$ cat src/rtl/mem_port_arbiter.sv
// -----------------------------------------------------------------------------
// mem_port_arbiter
//
// Shares one single-port memory between the instruction-fetch stage and the
// data (load/store) stage. One transaction is on the bus at a time. When both
// stages request together, the grant alternates so that neither stage starves.
// A wait counter aborts a bus transaction that goes unacknowledged for TIMEOUT
// cycles.
//
// Ports
//   clk, rst                       clock (rising edge); asynchronous active-high reset
//   if_req, if_addr                fetch request and word address
//   if_rdata, if_ready             fetch read data; one-cycle completion pulse
//   mem_req, mem_we, mem_addr,
//   mem_wdata, mem_be              data-stage request
//   mem_rdata, mem_ready           data-stage read data; one-cycle completion pulse
//   bus_req, bus_we, bus_addr,
//   bus_wdata, bus_be              request to the shared memory
//   bus_rdata, bus_ack             memory response (meaningful only while bus_req=1)
//   fetch_stall, mem_stall         pipeline stall lines
//   bus_err                        one-cycle pulse, with the ready pulse, on timeout
// -----------------------------------------------------------------------------
module mem_port_arbiter #(
    parameter int unsigned TIMEOUT = 16
) (
    input  logic        clk,
    input  logic        rst,
    input  logic        if_req,
    input  logic [31:0] if_addr,
    output logic [31:0] if_rdata,
    output logic        if_ready,
    input  logic        mem_req,
    input  logic        mem_we,
    input  logic [31:0] mem_addr,
    input  logic [31:0] mem_wdata,
    input  logic [3:0]  mem_be,
    output logic [31:0] mem_rdata,
    output logic        mem_ready,
    output logic        bus_req,
    output logic        bus_we,
    output logic [31:0] bus_addr,
    output logic [31:0] bus_wdata,
    output logic [3:0]  bus_be,
    input  logic [31:0] bus_rdata,
    input  logic        bus_ack,
    output logic        fetch_stall,
    output logic        mem_stall,
    output logic        bus_err
);

    typedef enum logic [1:0] {
        IDLE      = 2'd0,
        GRANT_IF  = 2'd1,
        GRANT_MEM = 2'd2
    } state_t;

    // Wait-counter value on the last cycle a grant may wait for its ack.
    localparam logic [7:0] CNT_LAST = 8'(TIMEOUT - 1);

    state_t      state_q, state_d;
    logic        last_grant_q, last_grant_d;   // 0 = fetch, 1 = data stage
    logic        bus_we_q, bus_we_d;
    logic [31:0] bus_addr_q, bus_addr_d;
    logic [31:0] bus_wdata_q, bus_wdata_d;
    logic [3:0]  bus_be_q, bus_be_d;
    logic [7:0]  wait_cnt_q, wait_cnt_d;
    logic [31:0] if_rdata_q, if_rdata_d;
    logic        if_ready_q, if_ready_d;
    logic [31:0] mem_rdata_q, mem_rdata_d;
    logic        mem_ready_q, mem_ready_d;
    logic        bus_err_q, bus_err_d;

    logic        if_pend, mem_pend;
    logic        grant_if, grant_mem;
    logic        done;
    logic [31:0] done_data;

    // A requester whose ready pulse is showing this cycle is still seeing its
    // own request high; it must not be granted again until the pulse is gone.
    assign if_pend  = if_req  & ~if_ready_q;
    assign mem_pend = mem_req & ~mem_ready_q;

    always_comb begin
        state_d      = state_q;
        last_grant_d = last_grant_q;
        bus_we_d     = bus_we_q;
        bus_addr_d   = bus_addr_q;
        bus_wdata_d  = bus_wdata_q;
        bus_be_d     = bus_be_q;
        wait_cnt_d   = wait_cnt_q;
        if_rdata_d   = if_rdata_q;
        mem_rdata_d  = mem_rdata_q;
        if_ready_d   = 1'b0;
        mem_ready_d  = 1'b0;
        bus_err_d    = 1'b0;
        // On contention the data stage wins unless it was granted last.
        grant_mem    = mem_pend & (~if_pend | ~last_grant_q);
        grant_if     = if_pend & ~grant_mem;
        // A grant ends on ack or on the timeout boundary; ack takes priority.
        done         = bus_ack | (wait_cnt_q == CNT_LAST);
        done_data    = bus_ack ? bus_rdata : 32'h0;

        case (state_q)
            IDLE: begin
                if (grant_mem) begin
                    state_d      = GRANT_MEM;
                    last_grant_d = 1'b1;
                    bus_we_d     = mem_we;
                    bus_addr_d   = mem_addr;
                    bus_wdata_d  = mem_wdata;
                    bus_be_d     = mem_be;
                    wait_cnt_d   = 8'd0;
                end else if (grant_if) begin
                    state_d      = GRANT_IF;
                    last_grant_d = 1'b0;
                    bus_we_d     = 1'b0;
                    bus_addr_d   = if_addr;
                    bus_wdata_d  = 32'h0;
                    bus_be_d     = 4'hF;
                    wait_cnt_d   = 8'd0;
                end
            end
            GRANT_IF, GRANT_MEM: begin
                if (done) begin
                    state_d   = IDLE;
                    bus_err_d = ~bus_ack;
                    if (state_q == GRANT_IF) begin
                        if_ready_d = 1'b1;
                        if_rdata_d = done_data;
                    end else begin
                        mem_ready_d = 1'b1;
                        mem_rdata_d = done_data;
                    end
                end else begin
                    wait_cnt_d = wait_cnt_q + 8'd1;
                end
            end
            default: state_d = IDLE;
        endcase
    end

    always_ff @(posedge clk or posedge rst) begin
        if (rst) begin
            state_q      <= IDLE;
            last_grant_q <= 1'b0;
            bus_we_q     <= 1'b0;
            bus_addr_q   <= 32'h0;
            bus_wdata_q  <= 32'h0;
            bus_be_q     <= 4'h0;
            wait_cnt_q   <= 8'd0;
            if_rdata_q   <= 32'h0;
            if_ready_q   <= 1'b0;
            mem_rdata_q  <= 32'h0;
            mem_ready_q  <= 1'b0;
            bus_err_q    <= 1'b0;
        end else begin
            state_q      <= state_d;
            last_grant_q <= last_grant_d;
            bus_we_q     <= bus_we_d;
            bus_addr_q   <= bus_addr_d;
            bus_wdata_q  <= bus_wdata_d;
            bus_be_q     <= bus_be_d;
            wait_cnt_q   <= wait_cnt_d;
            if_rdata_q   <= if_rdata_d;
            if_ready_q   <= if_ready_d;
            mem_rdata_q  <= mem_rdata_d;
            mem_ready_q  <= mem_ready_d;
            bus_err_q    <= bus_err_d;
        end
    end

    assign bus_req     = (state_q != IDLE);
    assign bus_we      = bus_we_q;
    assign bus_addr    = bus_addr_q;
    assign bus_wdata   = bus_wdata_q;
    assign bus_be      = bus_be_q;
    assign if_rdata    = if_rdata_q;
    assign if_ready    = if_ready_q;
    assign mem_rdata   = mem_rdata_q;
    assign mem_ready   = mem_ready_q;
    assign bus_err     = bus_err_q;
    assign fetch_stall = if_req & ~if_ready_q;
    assign mem_stall   = mem_req & ~mem_ready_q;

endmodule

$ cat config.mk
export PLATFORM = sky130hd
export DESIGN_NAME = mem_port_arbiter
export DESIGN_NICKNAME = d
export VERILOG_FILES = /design/src/rtl/mem_port_arbiter.sv
export SDC_FILE = /design/constraint.sdc
export NUM_CORES = 1
export LEC_CHECK = 0
export ABC_AREA = 1
export BUFFER_PORTS_ARGS = -buffer_cell sky130_fd_sc_hd__buf_2
export CORE_MARGIN = 3
export CORE_UTILIZATION = 30
export DETAILED_ROUTE_END_ITERATION = 10
export PLACE_DENSITY = 0.56
export SLEW_MARGIN = 20
export SYNTH_ARGS = -nofsm -noshare
export SYNTH_HDL_FRONTEND = slang
export SYNTH_SLANG_ARGS = --single-unit
$ cat constraint.sdc
create_clock -name clk -period 6.2 [get_ports clk]
set_clock_uncertainty 0.2 [all_clocks]
set_input_delay 1.24 -clock clk [delete_from_list [all_inputs] [get_ports clk]]
set_output_delay 1.24 -clock clk [all_outputs]
set_load 0.02 [all_outputs]
[After elaboration in Yosys (flattened, before gate mapping)]
Index checks and enable logic that the tools add are counted.
Storage, ports and cells
  flip-flop bits (word level): 147
  bits of input ports: 138
  output and inout bits: 139
  logic and storage cells: 68
Operators by class
  $add $sub $neg: 1
  equality and inequality tests: 6
  muxes and demuxes: 26
  bitwise logic cells: 13
  reduce and logical (&&, ||, !) cells: 10
Operator list (number)
  2-to-1 mux 32 bit: 5
  2-to-1 mux 8 bit: 3
  case mux 8 bit (2 select lines): 1
  2-to-1 mux 1 bit: 11
  AND reduction 3 bit: 3
  adder 8 x 1 -> 8 bit (second input constant): 1
  equality test 8 x 4 -> 1 bit (second input constant): 1
  2-to-1 mux 4 bit: 2
  NOT 1 bit: 7
  2-to-1 mux 2 bit: 3
  nonzero test 2 bit: 3
  bitwise AND 1 bit: 4
  != test 2 bit (second input constant): 2
  case mux 2 bit (2 select lines): 1
  AND reduction 2 bit: 2
  != test 3 bit (second input constant): 1
  equality test 2 x 1 -> 1 bit (second input constant): 1
  equality test 2 bit (second input constant): 1
  logical NOT 2 bit: 1
  bitwise OR 1 bit: 2
  OR reduction 2 bit: 1

[Longest topological paths before layout]
Gate-level depths: netlist of the first run.
  depth after elaboration: 10
  gate-level depth with buffers: 8
  gate-level depth less buffers: 8

[Least setup slack after synthesis of the first run]
No wires, ideal clock.
  path kind: input port to output port
  start point: input if_req
  end point: output fetch_stall
  data arrival time: 1569 ps
  setup slack: 3191 ps
  stages: 2
  path buffers: 0
  cells stage by stage: inv_1 > nor2_1
Between the ends
  word-level cells in the longest chain between the ends: 1
RTL lines
  start: declaration: line 28  | input logic if_req,
  bitwise AND 1 bit: line 182  | assign fetch_stall = if_req & ~if_ready_q;
  end: declaration: line 46  | output logic fetch_stall,
Every way passes these cells.

[Worst setup path in the final report of the first run]
  start point: input bus_ack
  end point: register mem_rdata_q[5] (netlist: mem_rdata[5])
Between the ends
  word-level cells in the longest chain between the ends: 2
RTL lines
  start: declaration: line 45  | input logic bus_ack,
  bitwise OR 1 bit: line 100  | done = bus_ack | (wait_cnt_q == CNT_LAST);
  AND reduction 3 bit (no line)
  end signal: assignment: line 166  | mem_rdata_q <= mem_rdata_d;
  end: declaration: line 69  | logic [31:0] mem_rdata_q, mem_rdata_d;
Several ways; a longest one is shown, not always the timed one.
A chain may end at the register's enable or synchronous reset.

==> results.rst, run 1 <==
.. list-table::
   :header-rows: 1

   * - Metric
     - Value
   * - Run status
     - complete, no violations
   * - RePlAce Congestion
     - 0.796
   * - Synthesized area divided by synthesized cell count
     - 9.95 um2
   * - Power consumption
     - 4.44 mW
   * - Yosys warning total
     - 0
   * - Nets
     - 1027
   * - Accumulated negative setup slack
     - 0 ps
   * - Final worst-path setup slack
     - 2970 ps
   * - Max-slew violation count
     - 0
   * - Router iterations before antenna repair
     - 4
   * - Sequential fraction of the synthesis area
     - 59.6%
   * - Class of the worst hold path
     - flip-flop to flip-flop
   * - Average routed wire per standard cell
     - 15.6 um
   * - Internal power
     - 2.53 mW
   * - Total congestion overflow
     - 0
   * - Dpl hpwl
     - 12800 um
   * - Number of endpoints failing setup at the final stage
     - 0
   * - RSZ-0062 raised after global routing
     - no
   * - Num ports
     - 277
   * - Number of max-capacitance violations reported
     - 0
   * - Data arrival time of the worst path
     - 3330 ps
   * - Combinational cell fraction of total power
     - 42.8%
   * - Share of the synthesized area in compound gates (AO/OA/AOI/OAI)
     - 19.0%
   * - Starting density of the core
     - 31.1%
   * - Detailed-route via count
     - 5246
   * - Number of sinks handled by clock tree synthesis
     - 147
   * - Insertion delay of the later-clocked pin in the worst-skew pair
     - 420 ps
   * - Max transition margin
     - 27.9%
   * - Clock tree from TritonCTS
     - built
   * - Worst setup timing slack at the placement stage
     - 2520 ps
   * - Gate count after technology mapping
     - 621
   * - Leakage power total
     - 4.31 nW
   * - Proportion of synthesized area in mux cells
     - 0%
   * - Tcrit/Tclk final
     - 52.1%
   * - Number of hold buffers added after cts
     - 0
   * - Number of DRC violations after detailed routing
     - 0
   * - Count of inserted antenna diode cells
     - 0
   * - Number of H-tree levels
     - 4
   * - Main combinational cell family by area after synthesis
     - compound AO/OA/AOI/OAI gates
   * - Setup Buffers After CTS
     - 0
   * - Via density
     - 4.51
   * - Max Clock Freq
     - 309 MHz
   * - Post-synthesis net count
     - 762
   * - Number of gates given a new drive strength after cts
     - 0
   * - Detailed Route Iter0 Violations
     - 288
   * - Sequential cell fraction of total power
     - 34.9%
   * - Die X
     - 149 um
   * - Layout Area Growth over Synthesis
     - 33.9%
   * - Overall global routing resource usage
     - 15.9%
   * - Summed instance area of the synthesized netlist
     - 6180 um2
   * - FILL cells
     - 2010
   * - Number of CTS-inserted buffers
     - 17
   * - Clock-pin slew of the registers on the worst-case setup and hold paths
     - 60 ps
   * - Peak VDD IR
     - 210 uV
   * - Sw power
     - 1.90 mW
   * - Maximum number of pins on one net before global-route repair
     - 68
   * - Antenna violations before repair
     - 1
   * - Number of register bits inferred by synthesis
     - 147
   * - Wire length of the first global-routing pass
     - 28000 um
   * - Adder-cell share of the synthesized area
     - 0.608%
   * - Buffers added on ports
     - 276
   * - Synth Area in XOR/XNOR
     - 0%
   * - Proportion of layout cells with a drive suffix above 1
     - 40.9%
   * - Sw Ratio
     - 42.9%
   * - Simple logic cell fraction of the synthesized area
     - 15.5%
   * - Synth unique cells
     - 26
   * - CP Max Fanout
     - 41
   * - Clock share of power
     - 22.3%
   * - Worst path required time
     - 6300 ps
   * - Measured slew at the worst slew-check pin
     - 1080 ps
   * - Critical Path Start Type
     - input pin
   * - Category of the worst setup path capture point
     - flip-flop
   * - Final wirelength
     - 18100 um
   * - Post-layout min period
     - 3230 ps
   * - Final Hold Violating Endpoints
     - 0
   * - Count of standard-cell rows
     - 51
   * - Via count of the first global-routing pass
     - 5175
   * - Die height
     - 149 um
   * - Largest buffer count on any clock path
     - 2
   * - Library cell used as clock root buffer
     - sky130_fd_sc_hd__clkbuf_16
   * - WS Path Type
     - input pin to flip-flop
   * - Die footprint
     - 22300 um2
   * - Cell Pwr Density
     - 536 nW/um2
   * - Number of routed nets with antenna violations
     - 0
   * - Area inside the core boundary
     - 19800 um2
   * - Register-to-Register Setup Slack
     - 3510 ps
==> through the flow <==
step / area [um2] / hold slack, ps / util, % / cells
6_report: 8270 / 278 / 41.7 / 1164
5_1_grt: 8270 / 298 / 41.7 / 1164
4_1_cts: 8270 / 280 / 41.7 / 1164
3_5_place_dp: 7700 / 265 / 38.8 / 1132
3_3_place_gp: 7700 / 258 / 38.8 / 1132
2_1_floorplan: 6180 / 250 / - / 621
==> cells in the mapped netlist (all sizes together) <==
cell / instances / area share (%)
o22a: 4 / 0.57
nand3: 12 / 1.2
ha: 3 / 0.61
clkbuf: 8 / 0.51
a21oi: 65 / 5.3
dfrtp: 147 / 60
nor3b: 2 / 0.24
nand3b: 2 / 0.24
buf: 30 / 3.6
nand2: 178 / 11
inv: 21 / 1.3
o21ai: 66 / 7.9
nor3: 1 / 0.081
nor2: 46 / 2.9
o21bai: 3 / 0.55
a22o: 33 / 4.7
==> power by group through the flow <==
stage | Combinational, mW | Sequential, mW | Clock [mW]
after floorplan | 0.848 | 2.00 | 0
after global placement | 1.92 | 1.55 | 0
after detailed placement | 1.93 | 1.55 | 0
after CTS | 1.93 | 1.55 | 1.01
after global routing | 2.08 | 1.59 | 1.06
final | 1.90 | 1.55 | 0.989
==> worst max-delay path: stages <==
cell	delay [ps]
sky130_fd_sc_hd__buf_2	80
sky130_fd_sc_hd__buf_4	360
sky130_fd_sc_hd__o21bai_4	230
sky130_fd_sc_hd__nand3_2	700
sky130_fd_sc_hd__buf_4	540
sky130_fd_sc_hd__nand2_1	110
sky130_fd_sc_hd__o21ai_2	50
==> cells in the final DEF, fill, tap and decap left out, types with 2 or more instances in the layout <==
cell and instances:
sky130_fd_sc_hd__o21ai_2 42, sky130_fd_sc_hd__a21oi_1 65, sky130_fd_sc_hd__clkinv_4 2, sky130_fd_sc_hd__nand3_2 3, sky130_fd_sc_hd__o22a_1 4, sky130_fd_sc_hd__nand3b_1 2
sky130_fd_sc_hd__buf_4 8, sky130_fd_sc_hd__buf_2 276, sky130_fd_sc_hd__dfrtp_1 147, sky130_fd_sc_hd__nor2_1 44, sky130_fd_sc_hd__nand2_2 2, sky130_fd_sc_hd__nand3_1 9
sky130_fd_sc_hd__nor2_2 2, sky130_fd_sc_hd__inv_1 18, sky130_fd_sc_hd__nand2_1 176, sky130_fd_sc_hd__nor3b_1 2, sky130_fd_sc_hd__o21ai_1 22, sky130_fd_sc_hd__clkinvlp_4 5
sky130_fd_sc_hd__o21ai_0 2, sky130_fd_sc_hd__inv_6 5, sky130_fd_sc_hd__clkbuf_16 17, sky130_fd_sc_hd__a22o_1 33, sky130_fd_sc_hd__o21bai_1 2, sky130_fd_sc_hd__inv_2 2
sky130_fd_sc_hd__ha_1 3
==> layout make-up <==
type	instances	area (um2)	area share [%]
flip-flops and latches	147	3680	44.5
multi-input cells	415	2170	26.2
repair buffers	284	1440	17.4
clock buffers	19	443	5.35
well taps	265	332	4.01
clock inverters	13	125	1.51
inverters	21	83.8	1.01
==> cells by family (layout without fill, tap and decap cells) <==
group	after synthesis	after routing
AOI/OAI and AO/OA	171	171
DFF	147	147
buffers and inverters	59	337
adders and majority gates	3	3
and+or+nand+nor	241	241
==> state kept, by name, summed over array words and instances (netlist names) <==
name and flops:
bus_addr 32, mem_ready 1, bus_wdata 32, if_rdata 32, bus_err 1, bus_we 1, wait_cnt_q 8, last_grant_q 1
state_q 2, if_ready 1, bus_be 4, mem_rdata 32
==> path summary, 6_finish.rpt <==
path | cells past startpoint | end | start
setup / recovery | 7 | mem_rdata[5] | bus_ack
min in group asynchronous | 2 | bus_wdata[13] | rst
setup reg to reg | 7 | mem_rdata[5] | wait_cnt_q[0]
hold reg to reg | 2 | if_rdata[10] | if_rdata[10]
max in group asynchronous | 3 | bus_be[1] | rst
hold / removal | 2 | if_rdata[10] | if_rdata[10]
==> layer usage <==
metal	global-route usage [%]	vias to the layer above	wire, um
li1	-	2594	-
met2	25.5	129	8940
met1	21.4	2505	7960
met5	0	-	13
met4	4.71	2	210
met3	4.06	16	976
Note: power is estimated with default switching activity, not from simulation.
==> inputs of run 2 (changes only) <==
PLACE_DENSITY = 0.58   (was 0.56)
clock period = 2.8 ns   (was 6.2 ns; I/O delays follow)
==> run 2 against run 1 <==
  * Hold slack got worse by 120 ps
  * Sequential cell count is the same
  * First-iteration DRC count is 5.6% higher
  * Combinational power rose by 130%
  * Non-clock buffer count increased by 8
  * Sequential share of layout area shrank 0.83 points
  * Critical path type is now flip-flop to primary output
  * Highest routed layer unchanged
==> results.rst, run 2 (synthesis gave the netlist of run 1 again) <==
.. list-table::
   :header-rows: 1

   * - Metric
     - Value
   * - Cell Pwr Density
     - 1190 nW/um2 (+120%)
   * - Insertion delay of the later-clocked pin in the worst-skew pair
     - 420 ps (about the same)
   * - Starting density of the core
     - 31.1% (unchanged)
   * - Post-layout min period
     - 2170 ps
   * - Die X
     - 149 um (unchanged)
   * - Tcrit/Tclk final
     - 77.5%
   * - Max Clock Freq
     - 461 MHz
   * - Router iterations before antenna repair
     - 4 (unchanged)
   * - FILL cells
     - 1959 (-2.5%)
   * - Count of inserted antenna diode cells
     - 0 (unchanged)
   * - Total congestion overflow
     - 0 (unchanged)
   * - Buffers added on ports
     - 276 (unchanged)
   * - CP Max Fanout
     - 5 (-88%)
   * - Data arrival time of the worst path
     - 1410 ps (-1920 ps)
   * - Accumulated negative setup slack
     - 0 ps (unchanged)
   * - Number of max-capacitance violations reported
     - 0 (unchanged)
   * - Via count of the first global-routing pass
     - 5344 (+3.3%)
   * - Max-slew violation count
     - 0 (unchanged)
   * - Critical Path Start Type
     - flip-flop
   * - Largest buffer count on any clock path
     - 2 (unchanged)
   * - Category of the worst setup path capture point
     - primary output
   * - Proportion of layout cells with a drive suffix above 1
     - 41.5% (+0.52 points)
   * - Detailed Route Iter0 Violations
     - 304 (+5.6%)
   * - Number of CTS-inserted buffers
     - 17 (unchanged)
   * - Detailed-route via count
     - 5321 (+1.4%)
   * - Number of H-tree levels
     - 4 (unchanged)
   * - Most common cell after layout, fill and taps aside
     - sky130_fd_sc_hd__buf_2
   * - Num ports
     - 277 (unchanged)
   * - Layout Area Growth over Synthesis
     - 36.5%
   * - Top library cells by usage in the layout, fill and taps aside
     - sky130_fd_sc_hd__buf_2, sky130_fd_sc_hd__nand2_1, sky130_fd_sc_hd__dfrtp_1
   * - Maximum number of pins on one net before global-route repair
     - 67 (-1.5%)
   * - Clock-pin slew of the registers on the worst-case setup and hold paths
     - 60 ps (about the same)
   * - Power consumption
     - 10.0 mW (+130%)
   * - Number of routed nets with antenna violations
     - 0 (unchanged)
   * - Leakage power total
     - 4.39 nW (+1.7%)
   * - Final Hold Violating Endpoints
     - 0 (unchanged)
   * - Class of the worst hold path
     - input pin to flip-flop
   * - Area inside the core boundary
     - 19800 um2 (unchanged)
   * - Count of standard-cell rows
     - 51 (unchanged)
   * - Die footprint
     - 22300 um2 (unchanged)
   * - Peak VDD IR
     - 446 uV (+110%)
   * - Cell depth of the worst min-delay path
     - 2 (unchanged)
   * - RSZ-0062 raised after global routing
     - no
   * - Dpl hpwl
     - 13300 um (+4.2%)
   * - Placed Cells incl. Taps
     - 1139 (+0.62%)
   * - Nets
     - 1035 (+0.78%)
   * - Antenna violations before repair
     - 1 (unchanged)
   * - Filler-free cell count of the finished design
     - 1172 (+0.69%)
   * - RePlAce Congestion
     - 0.848 (+6.5%)
   * - Overall global routing resource usage
     - 16.3% (+0.36 points)
   * - Number of DRC violations after detailed routing
     - 0 (unchanged)
   * - Register-to-Register Setup Slack
     - 690 ps (-2820 ps)
   * - Worst path required time
     - 2040 ps (-4260 ps)
   * - Post-Route Hold Slack
     - 153 ps (-125 ps)
   * - Die height
     - 149 um (unchanged)
   * - Via density
     - 4.54 (+0.74%)
   * - Library cell used as clock root buffer
     - sky130_fd_sc_hd__clkbuf_16
   * - Final wirelength
     - 18500 um (+2.1%)
   * - Number of endpoints failing setup at the final stage
     - 0 (unchanged)
   * - Fin util
     - 42.5% (+0.79 points)
   * - Wire length of the first global-routing pass
     - 28500 um (+1.8%)
   * - Average routed wire per standard cell
     - 15.8 um (+1.4%)
   * - Number of gates given a new drive strength after cts
     - 0 (unchanged)
   * - Max transition margin
     - 48.4% (+21 points)
   * - R2R depth
     - 6 (-1)
   * - Multi-input gate area in the final layout
     - 2170 um2 (unchanged)
   * - Reg area
     - 3680 um2 (unchanged)
   * - Clock tree from TritonCTS
     - built
   * - Measured slew at the worst slew-check pin
     - 774 ps (-307 ps)
   * - WS Path Type
     - flip-flop to primary output
   * - Run status
     - complete, no violations
   * - Number of sinks handled by clock tree synthesis
     - 147 (unchanged)
-- run 2: cell types whose count changed in the layout (fill, tap and decap cells not counted), sizes merged --
cell,before,now
buf,284,291
bufinv,1,2
clkinv,3,2
clkinvlp,5,6
dlygate4sd3,0,1
inv,25,24
-- run 2: report_power, final --
| part | total, mW | internal [mW] | switching [mW] |
|---|---|---|---|
| logic | 4.31 | 1.45 | 2.85 |
| clock network | 2.32 | 1.37 | 0.944 |
| registers | 3.41 | 2.97 | 0.442 |
| total | 10.0 | 5.80 | 4.24 |
-- run 2: worst max-delay path: stages, from the launching register on --
cell	delay, ps
sky130_fd_sc_hd__dfrtp_1	390
sky130_fd_sc_hd__inv_1	60
sky130_fd_sc_hd__ha_1	250
sky130_fd_sc_hd__inv_1	110
sky130_fd_sc_hd__buf_2	180
-- run 2: path summary, 6_finish.rpt --
check | from | end
worst max-delay path | state_q[0] | bus_req
worst min-delay path | mem_wdata[16] | bus_wdata[16]
worst max register to register | state_q[0] | if_rdata[28]
worst min register to register | mem_rdata[1] | mem_rdata[1]
max in group asynchronous | rst | bus_wdata[26]
min in group asynchronous | rst | bus_addr[23]
-- run 2: layout make-up --
class	count	share of cell area (%)
Timing Repair Buffer	292	18.6
Clock buffer	19	5.37
Multi-Input combinational cell	415	25.7
Clock inverter	13	1.77
Tap cell	265	3.93
Sequential cell	147	43.6
Inverter	21	0.980
-- run 2: routing by layer --
| layer | share of wire [%] | global-route usage, % | up-vias | wire (um) |
|---|---|---|---|---|
| met5 | 0.038 | 0 | - | 7 |
| li1 | - | - | 2611 | - |
| met4 | 2.3 | 5.81 | 2 | 420 |
| met2 | 50 | 27.0 | 156 | 9290 |
| met3 | 5.6 | 4.09 | 31 | 1040 |
| met1 | 42 | 20.6 | 2521 | 7730 |
-- run 2: repair_timing --
action	4_1_cts	5_1_grt
buffers inserted	0	0
hold buffers	1	0
endpoints found under the hold margin	11	0
-- run 2: through the flow --
step                      setup WS, ps  cell area, um2
after CTS                          576            8430
after global placement             658            7820
final                              630            8430
after floorplan                    193            6180
after global routing               501            8430
after detailed placement           630            7820
